### src/rtl/button_scan_debouncer.sv
// Multi-button debouncer: one shared sample prescaler and scan sequencer
// time-share N per-button stability counters and feed an event FIFO.

module button_scan_lane #(
    parameter int STABLE_TICKS = 20
) (
    input  logic clk,
    input  logic reset_n,
    input  logic svc,
    input  logic smp,
    output logic deb,
    output logic accept
);
    localparam int CW = $clog2(STABLE_TICKS + 1);

    logic [CW-1:0] cnt;

    assign accept = svc && (smp != deb) && (cnt == CW'(STABLE_TICKS - 1));

    always_ff @(posedge clk or negedge reset_n) begin
        if (!reset_n) begin
            cnt <= '0;
            deb <= 1'b0;
        end else if (svc) begin
            if (smp == deb) begin
                cnt <= '0;
            end else if (accept) begin
                deb <= smp;
                cnt <= '0;
            end else begin
                cnt <= cnt + 1'b1;
            end
        end
    end
endmodule

module button_scan_debouncer #(
    parameter int N_BTN        = 4,
    parameter int TICK_CYCLES  = 100_000,
    parameter int STABLE_TICKS = 20,
    parameter int FIFO_DEPTH   = 4
) (
    input  logic                     clk,
    input  logic                     reset_n,
    input  logic [N_BTN-1:0]         noisy,
    output logic [N_BTN-1:0]         debounced,
    output logic                     evt_valid,
    input  logic                     evt_ready,
    output logic [$clog2(N_BTN)-1:0] evt_btn,
    output logic                     evt_press,
    output logic                     evt_overflow
);
    localparam int BW = $clog2(N_BTN);
    localparam int PW = $clog2(TICK_CYCLES);
    localparam int AW = (FIFO_DEPTH > 1) ? $clog2(FIFO_DEPTH) : 1;
    localparam int FW = $clog2(FIFO_DEPTH + 1);

    typedef struct packed {
        logic [BW-1:0] btn;
        logic          press;
    } evt_t;

    typedef enum logic {IDLE, SCAN} state_t;

    logic [N_BTN-1:0] meta, sync;

    always_ff @(posedge clk or negedge reset_n) begin
        if (!reset_n) begin
            meta <= '0;
            sync <= '0;
        end else begin
            meta <= noisy;
            sync <= meta;
        end
    end

    logic [PW-1:0] pcnt;
    logic          tick;

    assign tick = (pcnt == PW'(TICK_CYCLES - 1));

    always_ff @(posedge clk or negedge reset_n) begin
        if (!reset_n) pcnt <= '0;
        else          pcnt <= tick ? '0 : pcnt + 1'b1;
    end

    state_t        state;
    logic [BW-1:0] idx;

    always_ff @(posedge clk or negedge reset_n) begin
        if (!reset_n) begin
            state <= IDLE;
            idx   <= '0;
        end else begin
            case (state)
                IDLE: if (tick) begin
                    state <= SCAN;
                    idx   <= '0;
                end
                SCAN: if (idx == BW'(N_BTN - 1)) begin
                    state <= IDLE;
                    idx   <= '0;
                end else begin
                    idx <= idx + 1'b1;
                end
                default: state <= IDLE;
            endcase
        end
    end

    // Only the lane selected by idx can accept, so idx names the event source.
    logic [N_BTN-1:0] accept;

    for (genvar i = 0; i < N_BTN; i++) begin : g_lane
        button_scan_lane #(.STABLE_TICKS(STABLE_TICKS)) u_lane (
            .clk    (clk),
            .reset_n(reset_n),
            .svc    (state == SCAN && idx == BW'(i)),
            .smp    (sync[i]),
            .deb    (debounced[i]),
            .accept (accept[i])
        );
    end

    evt_t          mem [FIFO_DEPTH];
    logic [AW-1:0] wr_ptr, rd_ptr;
    logic [FW-1:0] count;
    logic          push, pop, full, push_ok;
    evt_t          push_evt;

    function automatic logic [AW-1:0] ptr_inc(input logic [AW-1:0] p);
        return (p == AW'(FIFO_DEPTH - 1)) ? '0 : p + 1'b1;
    endfunction

    assign push      = |accept;
    assign push_evt  = '{btn: idx, press: sync[idx]};
    assign evt_valid = (count != '0);
    assign full      = (count == FW'(FIFO_DEPTH));
    assign pop       = evt_valid && evt_ready;
    assign push_ok   = push && (!full || pop);
    assign evt_btn   = mem[rd_ptr].btn;
    assign evt_press = mem[rd_ptr].press;

    always_ff @(posedge clk or negedge reset_n) begin
        if (!reset_n) begin
            for (int k = 0; k < FIFO_DEPTH; k++) mem[k] <= '0;
            wr_ptr       <= '0;
            rd_ptr       <= '0;
            count        <= '0;
            evt_overflow <= 1'b0;
        end else begin
            if (push_ok) begin
                mem[wr_ptr] <= push_evt;
                wr_ptr      <= ptr_inc(wr_ptr);
            end
            if (pop) rd_ptr <= ptr_inc(rd_ptr);
            if (push_ok && !pop)      count <= count + 1'b1;
            else if (!push_ok && pop) count <= count - 1'b1;
            evt_overflow <= push && !push_ok;
        end
    end
endmodule

### config.mk
export PLATFORM = sky130hd
export DESIGN_NAME = button_scan_debouncer
export DESIGN_NICKNAME = d
export VERILOG_FILES = /design/src/rtl/button_scan_debouncer.sv
export SDC_FILE = /design/constraint.sdc
export NUM_CORES = 1
export LEC_CHECK = 0
export ABC_AREA = 0
export CAP_MARGIN = 20
export CORE_UTILIZATION = 32
export DETAILED_ROUTE_END_ITERATION = 7
export MAX_ROUTING_LAYER = met4
export PLACE_DENSITY = 0.57
export SLEW_MARGIN = 20
export SYNTH_ARGS = -nofsm -noshare
export SYNTH_HDL_FRONTEND = slang
export SYNTH_SLANG_ARGS = --single-unit
export TNS_END_PERCENT = 50
### constraint.sdc
create_clock -name clk -period 5.1 [get_ports clk]
set_clock_uncertainty 0.05 [all_clocks]
set_input_delay 1.53 -clock clk [delete_from_list [all_inputs] [get_ports clk]]
set_output_delay 1.53 -clock clk [all_outputs]
set_load 0.005 [all_outputs]
==> flow_metrics.tcl <==
set metrics [dict create \
    pin_count 16 \
    status "finished, final reports clean" \
    cts_tree "yes" \
    hold_buffers 0 \
    start_kind "primary input" \
    path_class "primary input to register" \
    tightest_slew_ps 903 \
    p_total_w 0.00140 \
    synth_area_leaders "dfrtp_1, ha_1, nand2_1" \
    fin_crit_sh 0.699 \
    p_leak_nw 1.83 \
    cts_root_buffer "clkbuf_16" \
    async_reset_ff_frac 1.00 \
    dp_hpwl_mm 4.43 \
    stdcell_count 481 \
    nets 359 \
    whs_ps 292 \
    rsz0062_at_grt "false" \
    die_y_microns 110 \
    clock_sinks 72 \
    antenna_cells 0 \
    syn_avg_cell_area_sq_um 11.6 \
    grt_max_degree 73 \
    grt_usage 0.128 \
    start_util 0.335 \
    cts-buffers-inserted 9 \
    max_freq_mhz 280 \
    fin_util 0.386 \
    drt_wl_total_mm 6.41 \
    drc 0 \
    finalSetupTns_ps 0 \
    synthDistinctLibCells 51 \
    coreArea_sq_um 11100 \
    die_w_microns 110 \
    viasPerCell 4.93 \
    ys.flop_type "dfrtp_1" \
    synth_top_cell_by_area "dfrtp_1" \
    postCtsSetupBuffers 0 \
    synth_warnings 0 \
    syn2layout_area_growth_pct 15.4 \
    cap_violations 0 \
    cts.reportedPaths.clkPinSlew_ps 60 \
    io_buffers 15 \
    synth-seq-cells 72 \
    die_area_sq_um 12000 \
    num_rows 38 \
    power.density_nw_per_um2 327 \
    synthesis.area_sq_um 3710 \
    grt_pass1_wl_mm 11.3 \
    drtPass1Iterations 4 \
    clk-insertion-delay-late_ps 340 \
    cts_buffer_depth 2 \
    relSlewSlack 0.398 \
    fillerInstances 1059 \
    antenna_found_initial 0 \
    synth-seq-area-share 0.486 \
    finalHoldViolCount 0 \
    worstPathArrival_ps 3730 \
    gr-total-overflow 0 \
    hold_path.class "register to register" \
    setup_viol 0 \
    synth_edf_count 0 \
    grt_pass1_vias 2389 \
    cts_resized 0 \
    synth_top_area_share 0.486 \
    place_congestion 0.772 \
    dp_cells 465 \
    cp_max_fo 6 \
    layout-drive-gt1-share 0.150 \
    drtIter0Drc 105 \
    vias 2371 \
    period_needed_ps 3570 \
    ir_drop_mv 0.155 \
    htreeDepth 3 \
    ant_nets 0 \
    synthCells 320 \
    worstSetupEndpointType "register" \
    crit_required_ps 5270 \
    wl_per_cell_microns 13.3 \
    slew_violations 0 \
    syn_nets 343 \
]
==> layer usage <==
metal,global-route usage,up-vias,part of all wire
met5,-,-,0
met4,0.0429,0,0.0080
met3,0.0451,5,0.039
met2,0.196,32,0.47
met1,0.158,1167,0.48
li1,-,1167,-
==> critical path, stage by stage <==
cell and delay (ps):
clkdlybuf4s50_1 420, or4b_1 630, inv_2 130, a41oi_4 50, ha_1 240, inv_1 70
fa_1 400, mux2_2 260
==> placed cells by master (no fill, tap or decap), types with 4 or more instances in the layout <==
cell type / count
xnor2_1: 10
ha_1: 15
a41oi_2: 4
nand2_1: 37
mux2_1: 12
o21ai_0: 16
a21oi_1: 5
mux2_2: 6
and3_1: 4
and4bb_2: 4
dfrtp_1: 72
or3_1: 6
clkdlybuf4s50_1: 14
mux4_2: 4
xor2_1: 12
clkbuf_16: 9
inv_1: 12
nand4_1: 6
nand3_1: 14
nor2_1: 15
nand2_2: 4
o31ai_1: 7
==> cell usage after synthesis (all sizes together), types with 2 or more instances <==
cell type  number
dfrtp          72
and4bb          4
a21oi           5
nand3b          3
and2            3
o21ai          16
a41oi           6
xnor2          10
a22o            3
mux2           20
mux2i           3
nand4b          2
inv            13
a21o            2
or3             6
and3            4
mux4            4
nand3          17
nor2           15
ha             15
a22oi           3
nand2          41
or4b            2
buf            10
nand2b          2
xor2           13
nand4           8
o31ai           7
==> state kept, by name, indices dropped and copies added, names as in the netlist, 3 cells and up <==
signal             flops
count                  3
g_lane.u_lane.cnt     20
g_lane.u_lane.deb      4
mem                   12
meta                   4
pcnt                  17
sync                   4
==> cell type report <==
type | instances | area [sq um] | share of cell area
Sequential cell | 72 | 1800 | 0.421
Multi-Input combinational cell | 224 | 1780 | 0.416
Clock buffer | 11 | 233 | 0.0544
Tap cell | 140 | 175 | 0.0410
Timing Repair Buffer | 16 | 155 | 0.0363
Clock inverter | 5 | 81.3 | 0.0190
Inverter | 13 | 48.8 | 0.0114
==> worst paths after layout <==
check	cells after the start	end	slack, ps	start
setup / recovery	8	count[1]$_DFFE_PN0P_	1530	evt_ready
max in group asynchronous	1	sync[1]$_DFF_PN0_	3130	reset_n
min in group asynchronous	1	g_lane[1].u_lane.cnt[0]$_DFFE_PN0P_	1260	reset_n
hold / removal	0	sync[3]$_DFF_PN0_	290	meta[3]$_DFF_PN0_
setup reg to reg	11	count[2]$_DFFE_PN0P_	2270	idx[0]$_DFFE_PN0P_
hold reg to reg	0	sync[3]$_DFF_PN0_	290	meta[3]$_DFF_PN0_
==> metrics by stage <==
| step | instance area (sq um) | setup slack, ps |
|---|---|---|
| after global placement | 3960 | 1230 |
| after global routing | 4280 | 1450 |
| after floorplan | 3710 | 1740 |
| after CTS | 4280 | 1540 |
| final | 4280 | 1530 |
| after detailed placement | 3960 | 1180 |
==> power by group <==
group	leakage (nW)	switching [W]	internal, W
sequential	0.962	0.0000360	0.000596
combinational	0.719	0.0000431	0.0000547
clock	0.150	0.000239	0.000428
total	1.83	0.000318	0.00108
==> cell families after synthesis <==
family                   Yosys count  synth area share
AND/OR/NAND/NOR                  112             0.177
flip-flops                        72             0.486
AO/OA/AOI/OAI                     46            0.0955
multiplexers                      27            0.0952
buffers and inverters             24            0.0334
XOR/XNOR                          23            0.0564
adder cells (fa/ha/maj)           16            0.0560
Power figures use the tool's default switching activity.
